===== config.mk =====
export PLATFORM = sky130hd
export DESIGN_NAME = seq_div
export DESIGN_NICKNAME = d
export VERILOG_FILES = /design/src/rtl/seq_div.sv
export SDC_FILE = /design/constraint.sdc
export NUM_CORES = 1
export LEC_CHECK = 0
export ABC_CLOCK_PERIOD_IN_PS = 2700
export CAP_MARGIN = 15
export CORE_ASPECT_RATIO = 1.1
export CORE_UTILIZATION = 36
export CTS_CLUSTER_SIZE = 30
export DETAILED_ROUTE_END_ITERATION = 8
export GPL_TIMING_DRIVEN = 0
export HOLD_SLACK_MARGIN = 0.1
export PLACE_DENSITY_LB_ADDON = 0.25
export SYNTH_ARGS = -nofsm -noshare
export SYNTH_HDL_FRONTEND = slang
export SYNTH_SLANG_ARGS = --single-unit

===== constraint.sdc =====
create_clock -name clk -period 2.7 [get_ports clk]
set_input_delay 0.54 -clock clk [delete_from_list [all_inputs] [get_ports clk]]
set_output_delay 0.54 -clock clk [all_outputs]
set_load 0.05 [all_outputs]

===== src/rtl/seq_div.sv =====
// Restoring divider: quotient/remainder DW_DEND cycles after an accepted start (1 cycle for a zero divisor with DIV_ZERO_FAST_EN).
// Start is accepted in IDLE or in the done cycle (back-to-back) and ignored while busy.
module seq_div #(
  parameter int DW_DEND = 8,
  parameter int DW_DSOR = 4
) (
  input  logic               clk,
  input  logic               rst_n,
  input  logic               start,
  input  logic [DW_DEND-1:0] dividend,
  input  logic [DW_DSOR-1:0] divisor,
  output logic               busy,
  output logic               done,
  output logic [DW_DEND-1:0] quotient,
  output logic [DW_DSOR-1:0] remainder,
  output logic               div_by_zero
);

  localparam int CW = (DW_DEND > 1) ? $clog2(DW_DEND) : 1;
  localparam logic [CW-1:0] LAST_CNT = CW'(DW_DEND - 1);

  typedef enum logic [1:0] {
    S_IDLE = 2'd0,
    S_RUN  = 2'd1,
    S_FIN  = 2'd2
  } state_t;

  state_t r_state;
  state_t w_state_nxt;

  // r_dq starts as the dividend and fills with quotient bits from the bottom
  logic [DW_DEND-1:0] r_dq;
  logic [DW_DSOR:0]   r_rem;
  logic [DW_DSOR-1:0] r_dsor;
  logic [CW-1:0]      r_cnt;
  logic [DW_DEND-1:0] r_quot;
  logic [DW_DSOR-1:0] r_remo;
  logic               r_dbz;

  logic               w_accept;
  logic               w_last;
  logic               w_zero_skip;
  logic [DW_DSOR:0]   w_rem_shift;
  logic               w_ge;
  logic [DW_DSOR:0]   w_rem_nxt;
  logic [DW_DEND-1:0] w_dq_nxt;

`ifdef DIV_ZERO_FAST_EN
  assign w_zero_skip = (r_dsor == '0);
`else
  assign w_zero_skip = 1'b0;
`endif

  // One restoring step: trial-subtract the divisor from the shifted partial remainder
  always_comb begin
    w_rem_shift = {r_rem[DW_DSOR-1:0], r_dq[DW_DEND-1]};
    w_ge        = (w_rem_shift >= {1'b0, r_dsor});
    w_rem_nxt   = w_ge ? (w_rem_shift - {1'b0, r_dsor}) : w_rem_shift;
    w_dq_nxt    = {r_dq[DW_DEND-2:0], w_ge};
  end

  always_ff @(posedge clk or negedge rst_n) begin
    if (!rst_n) begin
      r_state <= S_IDLE;
    end else begin
      r_state <= w_state_nxt;
    end
  end

  always_comb begin
    w_state_nxt = r_state;
    w_accept    = 1'b0;
    w_last      = 1'b0;
    busy        = 1'b0;
    done        = 1'b0;
    case (r_state)
      S_IDLE: begin
        if (start) begin
          w_accept    = 1'b1;
          w_state_nxt = S_RUN;
        end
      end
      S_RUN: begin
        busy = 1'b1;
        if (w_zero_skip || (r_cnt == LAST_CNT)) begin
          w_last      = 1'b1;
          w_state_nxt = S_FIN;
        end
      end
      S_FIN: begin
        done = 1'b1;
        if (start) begin
          w_accept    = 1'b1;
          w_state_nxt = S_RUN;
        end else begin
          w_state_nxt = S_IDLE;
        end
      end
      default: begin
        w_state_nxt = S_IDLE;
      end
    endcase
  end

  always_ff @(posedge clk or negedge rst_n) begin
    if (!rst_n) begin
      r_dq   <= '0;
      r_rem  <= '0;
      r_dsor <= '0;
      r_cnt  <= '0;
    end else if (w_accept) begin
      r_dq   <= dividend;
      r_rem  <= '0;
      r_dsor <= divisor;
      r_cnt  <= '0;
    end else if ((r_state == S_RUN) && !w_zero_skip) begin
      r_dq   <= w_dq_nxt;
      r_rem  <= w_rem_nxt;
      r_cnt  <= r_cnt + CW'(1);
    end
  end

  // Result registers load only on FIN entry and hold otherwise
  always_ff @(posedge clk or negedge rst_n) begin
    if (!rst_n) begin
      r_quot <= '0;
      r_remo <= '0;
      r_dbz  <= 1'b0;
    end else if (w_last) begin
      if (w_zero_skip) begin
        r_quot <= '1;
        r_remo <= r_dq[DW_DSOR-1:0];
        r_dbz  <= 1'b1;
      end else begin
        r_quot <= w_dq_nxt;
        r_remo <= w_rem_nxt[DW_DSOR-1:0];
        r_dbz  <= (r_dsor == '0);
      end
    end
  end

  assign quotient    = r_quot;
  assign remainder   = r_remo;
  assign div_by_zero = r_dbz;

endmodule


== Word-level counts from Yosys, hierarchy flattened ==
Cells that the tools add are included.
Word-level totals
  register bits: 34
  word-level logic and storage cells: 38
  input port bits: 15
Operators by class
  $lt $le $gt $ge: 1
  add/subtract/negate cells: 2
  equality and inequality tests: 5
  reductions and logical operators: 5
  mux-type cells: 17
Operators with widths (count)
  8-bit 2-to-1 mux: 2
  4-bit 2-to-1 mux: 3
  1-bit 2-to-1 mux: 7
  3-bit 2-to-1 mux: 2
  2-bit one-hot mux with 3 select lines: 1
  5-bit by 4-bit >= comparator with 1-bit output: 1
  4-bit logical NOT: 1
  2-bit 2-to-1 mux: 2
  2-bit != test, second input constant: 2
  4-bit subtractor: 1
  3-bit by 1-bit adder with 3-bit output, second input constant: 1
  3-bit == test, second input constant: 1
  2-bit by 1-bit == test with 1-bit output, second input constant: 1
  2-bit == test, second input constant: 1
  2-bit logical NOT: 1
  2-bit AND reduction: 1
  2-bit nonzero test: 1
  2-bit OR reduction: 1

== Longest topological paths before layout ==
Gate-level depths: netlist of run 1.
  depth in word-level cells: 4
  gate-level depth with buffers: 7

== Least setup slack after synthesis of run 1 ==
Ideal clock, no wire load.
  path kind: reg2reg
  from: register r_rem[0]
  to: register r_rem[2]
  clock period less this slack: 1.847 ns
  cell stages (with the launch flop): 6
  setup slack: 0.853 ns
  library setup time: 0.122 ns
  arrival time: 1.726 ns
  cells stage by stage: dfrtp_1 -> ha_1 -> nor2b_4 -> o311a_4 -> or3_1 -> a32o_1
Between the ends
  longest elaborated chain between the ends: 4
  elaborated cells between the ends (all ways): 5
  classes of those cells: add/sub: 1; order compare: 1; mux: 3
RTL lines
  start: declaration: RTL line 33  | logic [DW_DSOR:0] r_rem;
  start signal: assignment: RTL line 118  | r_rem <= w_rem_nxt;
  4-bit subtractor or 5-bit by 4-bit >= comparator with 1-bit output (tied branches): RTL line 58, 57
  4-bit 2-to-1 mux *: RTL line 58  | w_rem_nxt = w_ge ? (w_rem_shift - {1'b0, r_dsor}) : w_rem_shift;
  4-bit 2-to-1 mux *: RTL line 116  | end else if ((r_state == S_RUN) && !w_zero_skip) begin
  4-bit 2-to-1 mux *: RTL line 111  | end else if (w_accept) begin
Every way passes the cells marked *; elsewhere a longest branch is shown, timed or not. The select of a mux whose other input is x is not followed.
A chain may end at the register's enable or synchronous reset.

== Worst setup path after layout of run 1 ==
  from: register r_state[1]
  to: output port busy
Between the ends
  longest elaborated chain between the ends: 2
RTL lines
  start: declaration: RTL line 28  | state_t r_state;
  start signal: assignment: RTL line 66  | r_state <= w_state_nxt;
  2-bit by 1-bit == test with 1-bit output: RTL line 76  | case (r_state)
  1-bit 2-to-1 mux: RTL line 76
  end: declaration: RTL line 12  | output logic busy,
Every way passes these cells.

==> results of run 1 <==
## state kept, by name, indices dropped and copies added (netlist names)
name	cells
r_state	2
remainder	4
quotient	8
div_by_zero	1
r_cnt	3
r_dq	8
r_dsor	4
r_rem	4
## final timing paths
check	start	to	slack, ns	cells past startpoint
min	rst_n	r_cnt[0]$_DFFE_PN0P_	0.32	1
max in group asynchronous	rst_n	r_dq[7]$_DFFE_PN0P_	1.89	1
max	r_state[1]$_DFFE_PN0P_	busy	0.12	4
min in group clk	div_by_zero$_DFFE_PN0P_	div_by_zero$_DFFE_PN0P_	0.48	2
max reg2reg	r_rem[0]$_DFFE_PN0P_	r_rem[2]$_DFFE_PN0P_	0.74	5
min reg2reg	div_by_zero$_DFFE_PN0P_	div_by_zero$_DFFE_PN0P_	0.48	2
## metal layers
layer	wire length [microns]	vias to the layer above	track usage
met5	0	-	0
met4	57	0	0.114
met3	142	4	0.0355
met2	1720	33	0.292
met1	1500	565	0.199
li1	-	565	-
## kinds of logic (layout without fill, tap and decap cells)
group | Yosys count | after routing | share of synthesized area
flip-flops | 34 | 34 | 0.545
AND/OR/NAND/NOR | 44 | 44 | 0.139
AO/OA/AOI/OAI | 33 | 33 | 0.160
multiplexers | 8 | 8 | 0.0577
buffers and inverters | 12 | 48 | 0.0321
adder cells (fa/ha/maj) | 7 | 7 | 0.0609
XOR/XNOR | 1 | 1 | 0.00561
## layout by cell type, fill, tap and decap left out, types with 2 or more instances in the layout
cell type | Yosys | routed
clkbuf_1 | 3 | 5
a22oi_1 | 7 | 7
mux2_2 | 8 | 8
o21ai_0 | 11 | 11
nand4_1 | 2 | 2
nor2b_1 | 2 | 2
and2_1 | 3 | 3
nor3_1 | 2 | 2
a31o_2 | 2 | 2
o31ai_1 | 2 | 2
nand3_1 | 2 | 2
a22o_1 | 2 | 2
dfrtp_1 | 34 | 34
buf_2 | 1 | 2
nand2_1 | 23 | 23
ha_1 | 6 | 6
clkdlybuf4s50_1 | 0 | 27
a32o_1 | 2 | 2
inv_1 | 6 | 6
clkbuf_8 | 0 | 5
nor2_1 | 4 | 4
## stage by stage
step / instance area (sq um) / hold slack [ns] / utilization / std cells
finish: 1990 / 0.319 / 0.490 / 227
global route: 1990 / 0.392 / 0.490 / 227
CTS: 1990 / 0.344 / 0.490 / 227
detailed placement: 1910 / 0.473 / 0.471 / 220
global placement: 1920 / 0.464 / 0.473 / 220
floorplan: 1560 / 0.244 / - / 139
## critical path, cell delays in order, from the launching register on
cell           delay (ns)
dfrtp_1              0.37
nand2b_2             0.22
clkinv_1             0.17
clkbuf_1             0.40
dlygate4sd2_1        0.59
## area by class of cell
cell class	instances	area share
Timing Repair Buffer	29	0.143
Clock buffer	7	0.0384
Tap cell	52	0.0328
Buffer	5	0.0120
Multi-Input combinational cell	93	0.332
Inverter	7	0.0132
Sequential cell	34	0.428
==> flow_metrics.tcl, run 1 <==
set metrics [dict create \
    status "complete, no violations" \
    cts_sinks 34 \
    synth.most_common_cell "dfrtp_1" \
    cts_buffers 5 \
    fin_skew_ns 0.00779 \
    regArea_sq_um 851 \
    cts_tree "done" \
    path_max_fanout 10 \
    worstSkewPairLatency_ns 0.28 \
    max_freq_mhz 388 \
    fin_setup_tns_ns 0 \
    async_reset_ff_frac 1.00 \
    final-hold-violation-count 0 \
    num_rows 24 \
    routedWlPerCell_microns 15.1 \
    worst_slew_pin_slew_ns 0.763 \
    routed_wl_microns 3420 \
    via_per_inst 5.14 \
    root_buffer "clkbuf_8" \
    htreeDepth 2 \
    dieArea_sq_um 4600 \
    gp_congestion 0.933 \
    seq_area_frac_synth 0.545 \
    cap_violations 0 \
    fin_crit_ns 2.58 \
    ctsLongestPathBuffers 2 \
    drc_errors 0 \
    slew_viol_final 0 \
    fin_ws_ns 0.123 \
    num-fill-cells 375 \
    cts_setup_buffers 0 \
    ios 30 \
    syn2layout_area_growth_pct 27.3 \
    layout.nets 197 \
    multi_input_comb_area_sq_um 659 \
    synth_top_area_frac 0.545 \
    path_class "flip-flop to output port" \
    pre_cts_ws_ns 0.118 \
    ys_seq_elements 34 \
    antenna_found_initial 0 \
    synth-edff-count 0 \
    synth.area.top_cells "dfrtp_1, mux2_2, nand2_1" \
    netlist_area_sq_um 1560 \
    layout-drive-gt1-share 0.137 \
    yosysTopAreaCell "dfrtp_1" \
    drt_iter0_drc 33 \
    start_util 0.385 \
    core_sq_um 4050 \
    die_h_microns 71.0 \
    ctsHoldBuffers 0 \
    path_clk_slew_ns 0.07 \
    grt_max_degree 35 \
    cp-end-kind "output port" \
    setup_viol 0 \
    synth-main-ff-cell "dfrtp_1" \
    final_antenna_net_count 0 \
    dr.pass1.iters 4 \
    hpwl_microns 2480 \
    synth_common_cells "dfrtp_1, nand2_1, o21ai_0" \
    postSynthAreaPerCell_sq_um 11.2 \
    rsz0062_at_grt "false" \
    period_share 0.954 \
    syn_nets 161 \
    io_buffers 29 \
    hp-class "input pin to asynchronous set/reset pin" \
    fp.dieW_microns 64.8 \
    yosysWarnings 0 \
    cts_resized 1 \
    start_kind "flip-flop" \
    syn-instance-count 139 \
    vias 1167 \
    antenna_cells 0 \
    cp_data_required_time_ns 2.16 \
    grt_usage 0.174 \
    relSlewSlack 0.491 \
    ys_types 36 \
    grt_pass1_wl_microns 5940 \
    worstPathArrival_ns 2.04 \
    overflow 0 \
    grt_pass1_vias 1293 \
]
Power of run 1 is left out: the tool's default activity adds up to more than one toggle a clock period on the data nets, which glitch-free logic cannot reach.
==> inputs of run 2 (changes only) <==
CORE_UTILIZATION = 54   (was 36)
==> run 2 against run 1 <==
Sequential cell count stayed put; first-iteration DRC count shrank 21%; clock-buffer cell count fell by 2; design area shrank 1.1%; non-clock buffer count unchanged.
==> flow_metrics.tcl, run 2 (synthesized netlist as in run 1, its figures left out) <==
set metrics [dict create \
    pre_cts_ws_ns 0.132 \
    grt_pass1_wl_microns 5690 \
    fp.dieW_microns 53.3 \
    num_rows 20 \
    overflow 0 \
    routed_wl_microns 3360 \
    final_cell_mix "dfrtp_1, clkdlybuf4s50_1, nand2_1" \
    antenna_found_initial 0 \
    fin_skew_ns 0.00945 \
    layout-drive-gt1-share 0.159 \
    worstSkewPairLatency_ns 0.36 \
    root_buffer "clkbuf_4" \
    hp-class "input pin to asynchronous set/reset pin" \
    start_kind "flip-flop" \
    grt_max_degree 35 \
    rsz0062_at_grt "false" \
    drt_iter0_drc 26 \
    reg2regPathDepth 5 \
    vias 1241 \
    r2r-start "r_rem[0]$_DFFE_PN0P_" \
    antenna_cells 0 \
    cap_violations 0 \
    crit_buf_inv 3 \
    final_core_util 0.714 \
    grt_pass1_vias 1195 \
    layout_commonest_cell "dfrtp_1" \
    cts_setup_buffers 0 \
    cp_data_required_time_ns 2.16 \
    cpMaxStageDelayCell "clkbuf_1" \
    path_clk_slew_ns 0.11 \
    start_util 0.567 \
    core_sq_um 2750 \
    ff2ff_setup_slack_ns 0.70 \
    status "complete, no violations" \
    dieArea_sq_um 3110 \
    path_cells "nand2b_2 > clkinv_1 > clkbuf_1 > clkbuf_2" \
    syn2layout_area_growth_pct 25.9 \
    cp-end-kind "output port" \
    fin_setup_tns_ns 0 \
    ios 30 \
    r2r_end "r_rem[3]$_DFFE_PN0P_" \
    ctsLongestPathBuffers 2 \
    setup_viol 0 \
    max_stage_delay_ns 0.40 \
    via_per_inst 5.94 \
    critical-path-top-delay-family "buffers and inverters" \
    worstPathArrival_ns 1.90 \
    fin_crit_ns 2.44 \
    max_freq_mhz 409 \
    routedWlPerCell_microns 16.1 \
    slew_viol_final 0 \
    worst_slew_pin_slew_ns 0.754 \
    gp_congestion 0.907 \
    period_share 0.905 \
    drc_errors 0 \
    layout.nets 197 \
    io_buffers 29 \
    fin_ws_ns 0.256 \
    hpwl_microns 2400 \
    final-hold-violation-count 0 \
    cts_buffers 5 \
    cts_tree "done" \
    grt_usage 0.263 \
    htreeDepth 2 \
    die_h_microns 58.4 \
    dr.pass1.iters 6 \
    path_class "flip-flop to output port" \
    ctsHoldBuffers 0 \
    path_max_fanout 10 \
    cts_sinks 34 \
    final_antenna_net_count 0 \
    relSlewSlack 0.497 \
]
-- run 2: changes by cell type in the layout (fill, tap and decap cells not counted) --
| cell | previous run | this run |
|---|---|---|
| clkbuf_4 | 0 | 5 |
| clkbuf_8 | 5 | 0 |
| clkbuf_1 | 5 | 3 |
| clkinvlp_4 | 0 | 2 |
| bufinv_16 | 0 | 1 |
| clkbuf_2 | 0 | 1 |
| dlygate4sd2_1 | 1 | 0 |
-- run 2: worst max path at each step --
| stage | startpoint | endpoint | slack, ns | cells after the start |
|---|---|---|---|---|
| 2_1_floorplan | r_state[1]$_DFFE_PN0P_ | busy | 0.85 | 3 |
| 3_3_place_gp | r_state[1]$_DFFE_PN0P_ | busy | 0.13 | 4 |
| 3_5_place_dp | r_state[1]$_DFFE_PN0P_ | busy | 0.13 | 4 |
| 4_1_cts | r_state[1]$_DFFE_PN0P_ | busy | 0.03 | 4 |
| 5_1_grt | r_state[1]$_DFFE_PN0P_ | busy | 0.17 | 4 |
| 6_report | r_state[1]$_DFFE_PN0P_ | busy | 0.26 | 4 |
-- run 2: repair_timing --
item | 4_1_cts | 5_1_grt
resized for setup | 1 | 2
endpoints found under the setup margin | 1 | 1
pin swaps | 0 | 0
-- run 2: metrics by stage --
stage	area [sq um]	hold WS [ns]	std cells
CTS	1970	0.244	209
detailed placement	1890	0.481	201
global placement	1890	0.463	201
global route	1960	0.297	209
finish	1960	0.240	209
floorplan	1560	0.244	139
-- run 2: final cells by class --
type                    instances  area (sq um)
clock inverters                 3          45.0
plain buffers                   5          23.8
inverters                       7          26.3
multi-input cells              93           659
fillers                       213           788
clock buffers                   5          37.5
well taps                      33          41.3
flip-flops and latches         34           851
repair buffers                 29           280
-- run 2: routing by layer --
layer	track usage	share of wire
met4	0.0902	0.015
met1	0.332	0.40
met5	0	0
met2	0.420	0.52
met3	0.0879	0.064
Power of run 2 is left out for the same reason.
